### config.mk
export PLATFORM = sky130hd
export DESIGN_NAME = multicycle_ctrl_fsm_flat
export DESIGN_NICKNAME = d
export VERILOG_FILES = /design/src/rtl/multicycle_ctrl_fsm_pkg.sv /design/src/rtl/multicycle_ctrl_fsm_if.sv /design/src/rtl/multicycle_ctrl_fsm_out_decode.sv /design/src/rtl/multicycle_ctrl_fsm.sv /design/src/flat_wrapper.sv
export SDC_FILE = /design/constraint.sdc
export NUM_CORES = 1
export LEC_CHECK = 0
export CAP_MARGIN = 20
export CORE_MARGIN = 3
export CORE_UTILIZATION = 25
export DETAILED_ROUTE_END_ITERATION = 10
export GPL_TIMING_DRIVEN = 0
export PLACE_DENSITY = 0.52
export SYNTH_ARGS = -nofsm -noshare
export SYNTH_HDL_FRONTEND = slang
export SYNTH_HIERARCHICAL = 1
export SYNTH_SLANG_ARGS = --single-unit
### constraint.sdc
create_clock -name clk -period 4.7 [get_ports clk]
set_clock_uncertainty 0.15 [all_clocks]
set_input_delay 0.94 -clock clk [delete_from_list [all_inputs] [get_ports clk]]
set_output_delay 0.94 -clock clk [all_outputs]
set_load 0.005 [all_outputs]
### src/rtl/multicycle_ctrl_fsm_pkg.sv
// ctrl_pkg: shared types and encodings for the multi-cycle RV32I controller.
// The datapath muxes use the same ResultSrc/ALUSrcA/ALUSrcB/ALUOp encodings.
package ctrl_pkg;

    localparam int unsigned OPCODE_WIDTH = 7;

    typedef enum logic [3:0] {
        StFetch,
        StDecode,
        StMemAdr,
        StMemRead,
        StMemWb,
        StMemWrite,
        StExecR,
        StExecI,
        StAluWb,
        StBranch,
        StJal,
        StJalr,
        StLui,
        StTrap
    } state_e;

    localparam logic [OPCODE_WIDTH-1:0] OpLoad   = 7'b0000011;
    localparam logic [OPCODE_WIDTH-1:0] OpStore  = 7'b0100011;
    localparam logic [OPCODE_WIDTH-1:0] OpRType  = 7'b0110011;
    localparam logic [OPCODE_WIDTH-1:0] OpIType  = 7'b0010011;
    localparam logic [OPCODE_WIDTH-1:0] OpBranch = 7'b1100011;
    localparam logic [OPCODE_WIDTH-1:0] OpJal    = 7'b1101111;
    localparam logic [OPCODE_WIDTH-1:0] OpJalr   = 7'b1100111;
    localparam logic [OPCODE_WIDTH-1:0] OpLui    = 7'b0110111;

    localparam logic [1:0] ResAluOut    = 2'b00;
    localparam logic [1:0] ResData      = 2'b01;
    localparam logic [1:0] ResAluResult = 2'b10;
    localparam logic [1:0] ResImmExt    = 2'b11;

    localparam logic [1:0] SrcAPc    = 2'b00;
    localparam logic [1:0] SrcAOldPc = 2'b01;
    localparam logic [1:0] SrcARs1   = 2'b10;

    localparam logic [1:0] SrcBRs2   = 2'b00;
    localparam logic [1:0] SrcBImm   = 2'b01;
    localparam logic [1:0] SrcBFour  = 2'b10;

    localparam logic [1:0] AluAdd    = 2'b00;
    localparam logic [1:0] AluSub    = 2'b01;
    localparam logic [1:0] AluFunct  = 2'b10;

    // Raw per-state control word, before stall/branch/reset gating.
    typedef struct packed {
        logic       pc_write;
        logic       branch;
        logic       adr_src;
        logic       mem_write;
        logic       ir_write;
        logic       mem_access;  // state waits on mem_ready_i
        logic [1:0] result_src;
        logic [1:0] alu_src_a;
        logic [1:0] alu_src_b;
        logic [1:0] alu_op;
        logic       reg_write;
        logic       done;
    } ctrl_word_t;

endpackage

### src/rtl/multicycle_ctrl_fsm_if.sv
// Control bus between the multi-cycle controller and the datapath.
// master: controller (samples instruction/status, drives control word).
// slave:  datapath (drives instruction/status, consumes control word).
interface multicycle_ctrl_fsm_if;
    logic [6:0] opcode_i;
    logic       funct3_0_i;
    logic       zero_i;
    logic       mem_ready_i;
    logic       PCWrite_o;
    logic       AdrSrc_o;
    logic       MemWrite_o;
    logic       IRWrite_o;
    logic [1:0] ResultSrc_o;
    logic [1:0] ALUSrcA_o;
    logic [1:0] ALUSrcB_o;
    logic [1:0] ALUOp_o;
    logic       RegWrite_o;
    logic       instr_done_o;
    logic       illegal_o;

    modport master (
        input  opcode_i, funct3_0_i, zero_i, mem_ready_i,
        output PCWrite_o, AdrSrc_o, MemWrite_o, IRWrite_o, ResultSrc_o, ALUSrcA_o,
               ALUSrcB_o, ALUOp_o, RegWrite_o, instr_done_o, illegal_o
    );

    modport slave (
        output opcode_i, funct3_0_i, zero_i, mem_ready_i,
        input  PCWrite_o, AdrSrc_o, MemWrite_o, IRWrite_o, ResultSrc_o, ALUSrcA_o,
               ALUSrcB_o, ALUOp_o, RegWrite_o, instr_done_o, illegal_o
    );
endinterface

### src/rtl/multicycle_ctrl_fsm_out_decode.sv
// ctrl_out_decode: purely combinational state -> raw control word decoder.
// Ports: state_i (current FSM state), ctrl_o (ungated control word).
module ctrl_out_decode
    import ctrl_pkg::*;
(
    input  state_e     state_i,
    output ctrl_word_t ctrl_o
);

    always_comb begin
        ctrl_o = '0;
        unique case (state_i)
            StFetch: begin
                ctrl_o.pc_write   = 1'b1;
                ctrl_o.ir_write   = 1'b1;
                ctrl_o.mem_access = 1'b1;
                ctrl_o.alu_src_a  = SrcAPc;
                ctrl_o.alu_src_b  = SrcBFour;
                ctrl_o.alu_op     = AluAdd;
                ctrl_o.result_src = ResAluResult;
            end
            StDecode: begin
                ctrl_o.alu_src_a = SrcAOldPc;
                ctrl_o.alu_src_b = SrcBImm;
                ctrl_o.alu_op    = AluAdd;
            end
            StMemAdr: begin
                ctrl_o.alu_src_a = SrcARs1;
                ctrl_o.alu_src_b = SrcBImm;
                ctrl_o.alu_op    = AluAdd;
            end
            StMemRead: begin
                ctrl_o.adr_src    = 1'b1;
                ctrl_o.mem_access = 1'b1;
            end
            StMemWb: begin
                ctrl_o.result_src = ResData;
                ctrl_o.reg_write  = 1'b1;
                ctrl_o.done       = 1'b1;
            end
            StMemWrite: begin
                ctrl_o.adr_src    = 1'b1;
                ctrl_o.mem_write  = 1'b1;
                ctrl_o.mem_access = 1'b1;
                ctrl_o.done       = 1'b1;
            end
            StExecR: begin
                ctrl_o.alu_src_a = SrcARs1;
                ctrl_o.alu_src_b = SrcBRs2;
                ctrl_o.alu_op    = AluFunct;
            end
            StExecI: begin
                ctrl_o.alu_src_a = SrcARs1;
                ctrl_o.alu_src_b = SrcBImm;
                ctrl_o.alu_op    = AluFunct;
            end
            StAluWb: begin
                ctrl_o.result_src = ResAluOut;
                ctrl_o.reg_write  = 1'b1;
                ctrl_o.done       = 1'b1;
            end
            StBranch: begin
                ctrl_o.branch     = 1'b1;
                ctrl_o.alu_src_a  = SrcARs1;
                ctrl_o.alu_src_b  = SrcBRs2;
                ctrl_o.alu_op     = AluSub;
                ctrl_o.result_src = ResAluOut;
                ctrl_o.done       = 1'b1;
            end
            StJal: begin
                ctrl_o.pc_write   = 1'b1;
                ctrl_o.alu_src_a  = SrcAOldPc;
                ctrl_o.alu_src_b  = SrcBFour;
                ctrl_o.result_src = ResAluOut;
            end
            StJalr: begin
                ctrl_o.pc_write   = 1'b1;
                ctrl_o.alu_src_a  = SrcARs1;
                ctrl_o.alu_src_b  = SrcBImm;
                ctrl_o.result_src = ResAluResult;
            end
            StLui: begin
                ctrl_o.result_src = ResImmExt;
                ctrl_o.reg_write  = 1'b1;
                ctrl_o.done       = 1'b1;
            end
            default: ;  // StTrap and unused codes: everything off
        endcase
    end

endmodule

### src/rtl/multicycle_ctrl_fsm.sv
// multicycle_ctrl_fsm: sequencing controller for the multi-cycle RV32I core.
// Ports: clk, rst_n (async active-low), bus (master modport: opcode/funct3[0]/zero/
// mem_ready in; PC/IR/mem/regfile enables, mux selects, ALUOp, instr_done, illegal out).
module multicycle_ctrl_fsm
    import ctrl_pkg::*;
(
    input  logic                  clk,
    input  logic                  rst_n,
    multicycle_ctrl_fsm_if.master bus
);

    state_e     state_q, state_d;
    logic       illegal_q;
    ctrl_word_t ctrl;
    logic       stall;
    logic       taken;

    ctrl_out_decode u_decode (
        .state_i (state_q),
        .ctrl_o  (ctrl)
    );

    always_comb begin
        state_d = state_q;
        unique case (state_q)
            StFetch:    if (bus.mem_ready_i) state_d = StDecode;
            StDecode: begin
                case (bus.opcode_i)
                    OpLoad, OpStore: state_d = StMemAdr;
                    OpRType:         state_d = StExecR;
                    OpIType:         state_d = StExecI;
                    OpBranch:        state_d = StBranch;
                    OpJal:           state_d = StJal;
                    OpJalr:          state_d = StJalr;
                    OpLui:           state_d = StLui;
                    default:         state_d = StTrap;
                endcase
            end
            StMemAdr:   state_d = bus.opcode_i[5] ? StMemWrite : StMemRead;
            StMemRead:  if (bus.mem_ready_i) state_d = StMemWb;
            StMemWb:    state_d = StFetch;
            StMemWrite: if (bus.mem_ready_i) state_d = StFetch;
            StExecR,
            StExecI:    state_d = StAluWb;
            StAluWb:    state_d = StFetch;
            StBranch:   state_d = StFetch;
            StJal,
            StJalr:     state_d = StAluWb;
            StLui:      state_d = StFetch;
            StTrap:     state_d = StTrap;
            default:    state_d = StFetch;
        endcase
    end

    always_ff @(posedge clk or negedge rst_n) begin
        if (!rst_n) begin
            state_q   <= StFetch;
            illegal_q <= 1'b0;
        end else begin
            state_q <= state_d;
            if (state_d == StTrap) illegal_q <= 1'b1;
        end
    end

    assign stall = ctrl.mem_access & ~bus.mem_ready_i;
    // bne when funct3[0]=1, beq otherwise
    assign taken = ctrl.branch & (bus.zero_i ^ bus.funct3_0_i);

    // Write enables are gated by rst_n so an asserted reset kills them in the same cycle.
    assign bus.PCWrite_o    = rst_n & ((ctrl.pc_write & ~stall) | taken);
    assign bus.IRWrite_o    = rst_n & ctrl.ir_write & ~stall;
    assign bus.MemWrite_o   = rst_n & ctrl.mem_write;
    assign bus.RegWrite_o   = rst_n & ctrl.reg_write;
    assign bus.instr_done_o = rst_n & ctrl.done & ~stall;
    assign bus.AdrSrc_o     = ctrl.adr_src;
    assign bus.ResultSrc_o  = ctrl.result_src;
    assign bus.ALUSrcA_o    = ctrl.alu_src_a;
    assign bus.ALUSrcB_o    = ctrl.alu_src_b;
    assign bus.ALUOp_o      = ctrl.alu_op;
    assign bus.illegal_o    = illegal_q;

endmodule

### src/flat_wrapper.sv
// flat-port wrapper written by rule: the top's interface ports become plain ports
module multicycle_ctrl_fsm_flat import ctrl_pkg::*;
  (clk, rst_n, bus_opcode_i, bus_funct3_0_i, bus_zero_i, bus_mem_ready_i, bus_PCWrite_o, bus_AdrSrc_o, bus_MemWrite_o, bus_IRWrite_o, bus_ResultSrc_o, bus_ALUSrcA_o, bus_ALUSrcB_o, bus_ALUOp_o, bus_RegWrite_o, bus_instr_done_o, bus_illegal_o);
  multicycle_ctrl_fsm_if bus_i ();
  input  logic clk;
  input  logic rst_n;
  input wire logic [$bits(bus_i.opcode_i)-1:0] bus_opcode_i;
  input wire logic [$bits(bus_i.funct3_0_i)-1:0] bus_funct3_0_i;
  input wire logic [$bits(bus_i.zero_i)-1:0] bus_zero_i;
  input wire logic [$bits(bus_i.mem_ready_i)-1:0] bus_mem_ready_i;
  output wire logic [$bits(bus_i.PCWrite_o)-1:0] bus_PCWrite_o;
  output wire logic [$bits(bus_i.AdrSrc_o)-1:0] bus_AdrSrc_o;
  output wire logic [$bits(bus_i.MemWrite_o)-1:0] bus_MemWrite_o;
  output wire logic [$bits(bus_i.IRWrite_o)-1:0] bus_IRWrite_o;
  output wire logic [$bits(bus_i.ResultSrc_o)-1:0] bus_ResultSrc_o;
  output wire logic [$bits(bus_i.ALUSrcA_o)-1:0] bus_ALUSrcA_o;
  output wire logic [$bits(bus_i.ALUSrcB_o)-1:0] bus_ALUSrcB_o;
  output wire logic [$bits(bus_i.ALUOp_o)-1:0] bus_ALUOp_o;
  output wire logic [$bits(bus_i.RegWrite_o)-1:0] bus_RegWrite_o;
  output wire logic [$bits(bus_i.instr_done_o)-1:0] bus_instr_done_o;
  output wire logic [$bits(bus_i.illegal_o)-1:0] bus_illegal_o;
  assign bus_i.opcode_i = bus_opcode_i;
  assign bus_i.funct3_0_i = bus_funct3_0_i;
  assign bus_i.zero_i = bus_zero_i;
  assign bus_i.mem_ready_i = bus_mem_ready_i;
  assign bus_PCWrite_o = bus_i.PCWrite_o;
  assign bus_AdrSrc_o = bus_i.AdrSrc_o;
  assign bus_MemWrite_o = bus_i.MemWrite_o;
  assign bus_IRWrite_o = bus_i.IRWrite_o;
  assign bus_ResultSrc_o = bus_i.ResultSrc_o;
  assign bus_ALUSrcA_o = bus_i.ALUSrcA_o;
  assign bus_ALUSrcB_o = bus_i.ALUSrcB_o;
  assign bus_ALUOp_o = bus_i.ALUOp_o;
  assign bus_RegWrite_o = bus_i.RegWrite_o;
  assign bus_instr_done_o = bus_i.instr_done_o;
  assign bus_illegal_o = bus_i.illegal_o;
  multicycle_ctrl_fsm u_core (.clk(clk), .rst_n(rst_n), .bus(bus_i));
endmodule
==> results.ini <==
[pwr]
clockPowerShare_pct = 10.0
p_seq_share_pct = 16.5
power.switching_w = 0.000198
vdd_drop_max_mv = 0.365
p_leak_nw = 0.403
sw_frac_of_total_pct = 40.1
power_density_nw_per_um2 = 467
comb_power_share_pct = 73.5
p_int_w = 0.000295
fin_total_pwr_w = 0.000493

[worst_setup_path]
worstSetupEndpoint = bus_PCWrite_o
path_max_fanout = 5
path_class = in2out
cp.required_ns = 3.61
reg2reg_slack_ns = 2.99
cp_slowest_stage_delay_ns = 0.57
crit_chain = clkdlybuf4s50_1 -> nand2b_1 -> a22oi_1 -> nor2b_1 -> clkdlybuf4s50_1
crit_path_end_kind = output pin
cp_num_buf_inv = 2
crit_arrival_ns = 2.42
critPathSlowestCell = clkdlybuf4s50_1
path_common_cell = clkdlybuf4s50_1
cp.depth = 5
r2r_end = u_core/bus.illegal_o$_DFFE_PN0N_
critical-path-top-delay-family = buffers and inverters
reg2reg_from = u_core/state_q[0]$_DFF_PN0_
timing.critical_path.from_type = input pin
reg2regPathDepth = 5
worstSetupStartpoint = bus_mem_ready_i

[cells_and_area]
final_cell_mix = 26 x clkdlybuf4s50_1, 7 x nor2_1, 6 x nand2b_1
mostFrequentLayoutCell = clkdlybuf4s50_1
multi_input_area_um2 = 546
seqCellArea_um2 = 125
utilization_pct = 40.1
antenna_cells = 0
nFillCells = 274
area_growth_pct = 44.3
drive_gt1_share_pct = 15.6
fin_nets = 135
fin_cells = 152

[die]
io_pins = 27
num_rows = 18
fp.coreArea_um2 = 2640
die_h_um = 60.1
start_util_pct = 27.8
die_w_um = 60.1
die-area_um2 = 3610

[routing]
met2WireLength_um = 831
drt_iter0_markers = 23
wl_per_cell_um = 11.8
vias_per_cell = 5.03
vias = 765
m1WireLength_um = 810
top_layer = met3
route.met3.wl_um = 146
route.detailed.drc = 0
drt_wl_total_um = 1790
ant_nets = 0
first_pass_iters = 4

[clock_tree]
cts_resized = 0
cts_max_level = 1
post_cts_buffers = 0
cts.sinks = 5
cts_hold_buf = 0
clockBufferDepth = 2
path_clk_slew_ns = 0.04
clockRootBuffer = clkbuf_4
cts_tree = yes
cts_buffers = 3
clk_latency_ns = 0.24

[synth]
ys_ff_latch = 5
syn_inst = 92
ys_types = 43
synth_top_area_share_pct = 17.1
avgSynthCellArea_um2 = 7.96
ys_seq_area_share_pct = 17.1
yosys_warnings = 6
synth_edf_count = 0
netlist_area_um2 = 732
async_flop_share_pct = 100
synth_top_area_cell = dfrtp_1
synth_area_leaders = dfrtp_1 17%, nand2b_1 5.1%, a2111oi_4 3.8%
synth_nets = 104
synthFlopType = dfrtp_1

[grt]
grt_pass1_vias = 700
grt_max_degree = 15
grt_pass1_wl_um = 3020
grt_usage_pct = 10.6
overflow = 0
antenna_found_initial = 0

[placed_design]
port_buffers = 26
gp_congestion = 0.766
dp.cells = 148
dp_hpwl_um = 1400
pre_cts_ws_ns = 1.20

[timing]
fin_crit_ns = 3.51
rsz0062_at_grt = false
hold_viol_final = 0
report.final.slew_viol_count = 0
min_period_over_period_pct = 74.6
setup-tns-final_ns = 0
setup_slack_ns = 1.19
relSlewSlack_pct = 75.6
tightestPinTransition_ns = 0.367
fmax_mhz = 285
finalSetupViolCount = 0

[hold_path]
hp-class = reg2reg

[run_status]
run_status = completed

[job]
max-cap-violations = 0

-- metal layers --
metal	global-route usage [%]	vias to the layer above
li1	-	403
met1	14.0	335
met2	17.6	27
met3	2.59	0
met4	1.90	0
met5	0	-
-- sequential cells by signal, indices dropped and copies added (netlist names) --
name,cells
u_core/bus.illegal_o,1
u_core/state_q,4
-- worst min-delay path by stage --
stage | endpoint | slack, ns | depth (start not counted) | from
finish | u_core/bus.illegal_o$_DFFE_PN0N_ | 0.32 | 1 | u_core/bus.illegal_o$_DFFE_PN0N_
global route | u_core/bus.illegal_o$_DFFE_PN0N_ | 0.35 | 1 | u_core/bus.illegal_o$_DFFE_PN0N_
CTS | u_core/bus.illegal_o$_DFFE_PN0N_ | 0.32 | 1 | u_core/bus.illegal_o$_DFFE_PN0N_
detailed placement | u_core/bus.illegal_o$_DFFE_PN0N_ | 0.31 | 1 | u_core/bus.illegal_o$_DFFE_PN0N_
global placement | u_core/bus.illegal_o$_DFFE_PN0N_ | 0.31 | 1 | u_core/bus.illegal_o$_DFFE_PN0N_
floorplan | u_core/bus.illegal_o$_DFFE_PN0N_ | 0.31 | 1 | u_core/bus.illegal_o$_DFFE_PN0N_
-- kinds of logic (layout without fill, tap and decap cells) --
| family | count (synthesis) | in the layout | share of synthesized area (%) |
|---|---|---|---|
| multiplexers | 2 | 2 | 2.91 |
| flip-flops | 5 | 5 | 17.1 |
| buffers and inverters | 11 | 41 | 8.37 |
| AND/OR/NAND/NOR | 52 | 52 | 43.9 |
| AO/OA/AOI/OAI | 18 | 18 | 22.9 |
| XOR/XNOR | 4 | 4 | 4.79 |
-- power by group through the flow --
stage	Clock [W]	Combinational (W)	Sequential (W)
floorplan	0	0.000230	0.0000740
global placement	0	0.000362	0.0000823
detailed placement	0	0.000365	0.0000816
CTS	0.0000523	0.000366	0.0000813
global route	0.0000557	0.000402	0.0000850
finish	0.0000494	0.000362	0.0000814
-- worst reg2reg max path: stages, from the launching register on --
cell and delay, ns:
dfrtp_1 0.55, and2b_1 0.23, nand2_2 0.10, nor3_1 0.22
a41oi_1 0.09, a41o_1 0.25
-- area by class of cell --
class                      instances  share of cell area (%)
multi-input combinational         76                    51.7
timing repair buffer              26                    24.6
sequential                         5                    11.8
buffer                             7                    4.38
tap                               30                    3.55
clock buffer                       4                    2.49
inverter                           4                    1.42
-- cells in the mapped netlist (2+ instances only) --
cell type	n
buf_4	2
nand2b_1	6
buf_2	4
nor3_1	5
nor4bb_1	2
o211ai_2	2
xnor2_1	3
nor2b_1	3
a41oi_1	2
nand2_1	5
nor2_1	7
and2_1	3
dfrtp_1	5
nor3b_1	3
inv_1	3
a21oi_1	4
and3_1	3
and2b_1	2
nor4_1	4
-- through the flow --
step	hold WS (ns)	area, µm²
floorplan	0.310	732
global placement	0.306	1030
detailed placement	0.308	1030
CTS	0.323	1060
global route	0.349	1060
finish	0.318	1060
Power figures use the tool's default switching activity.
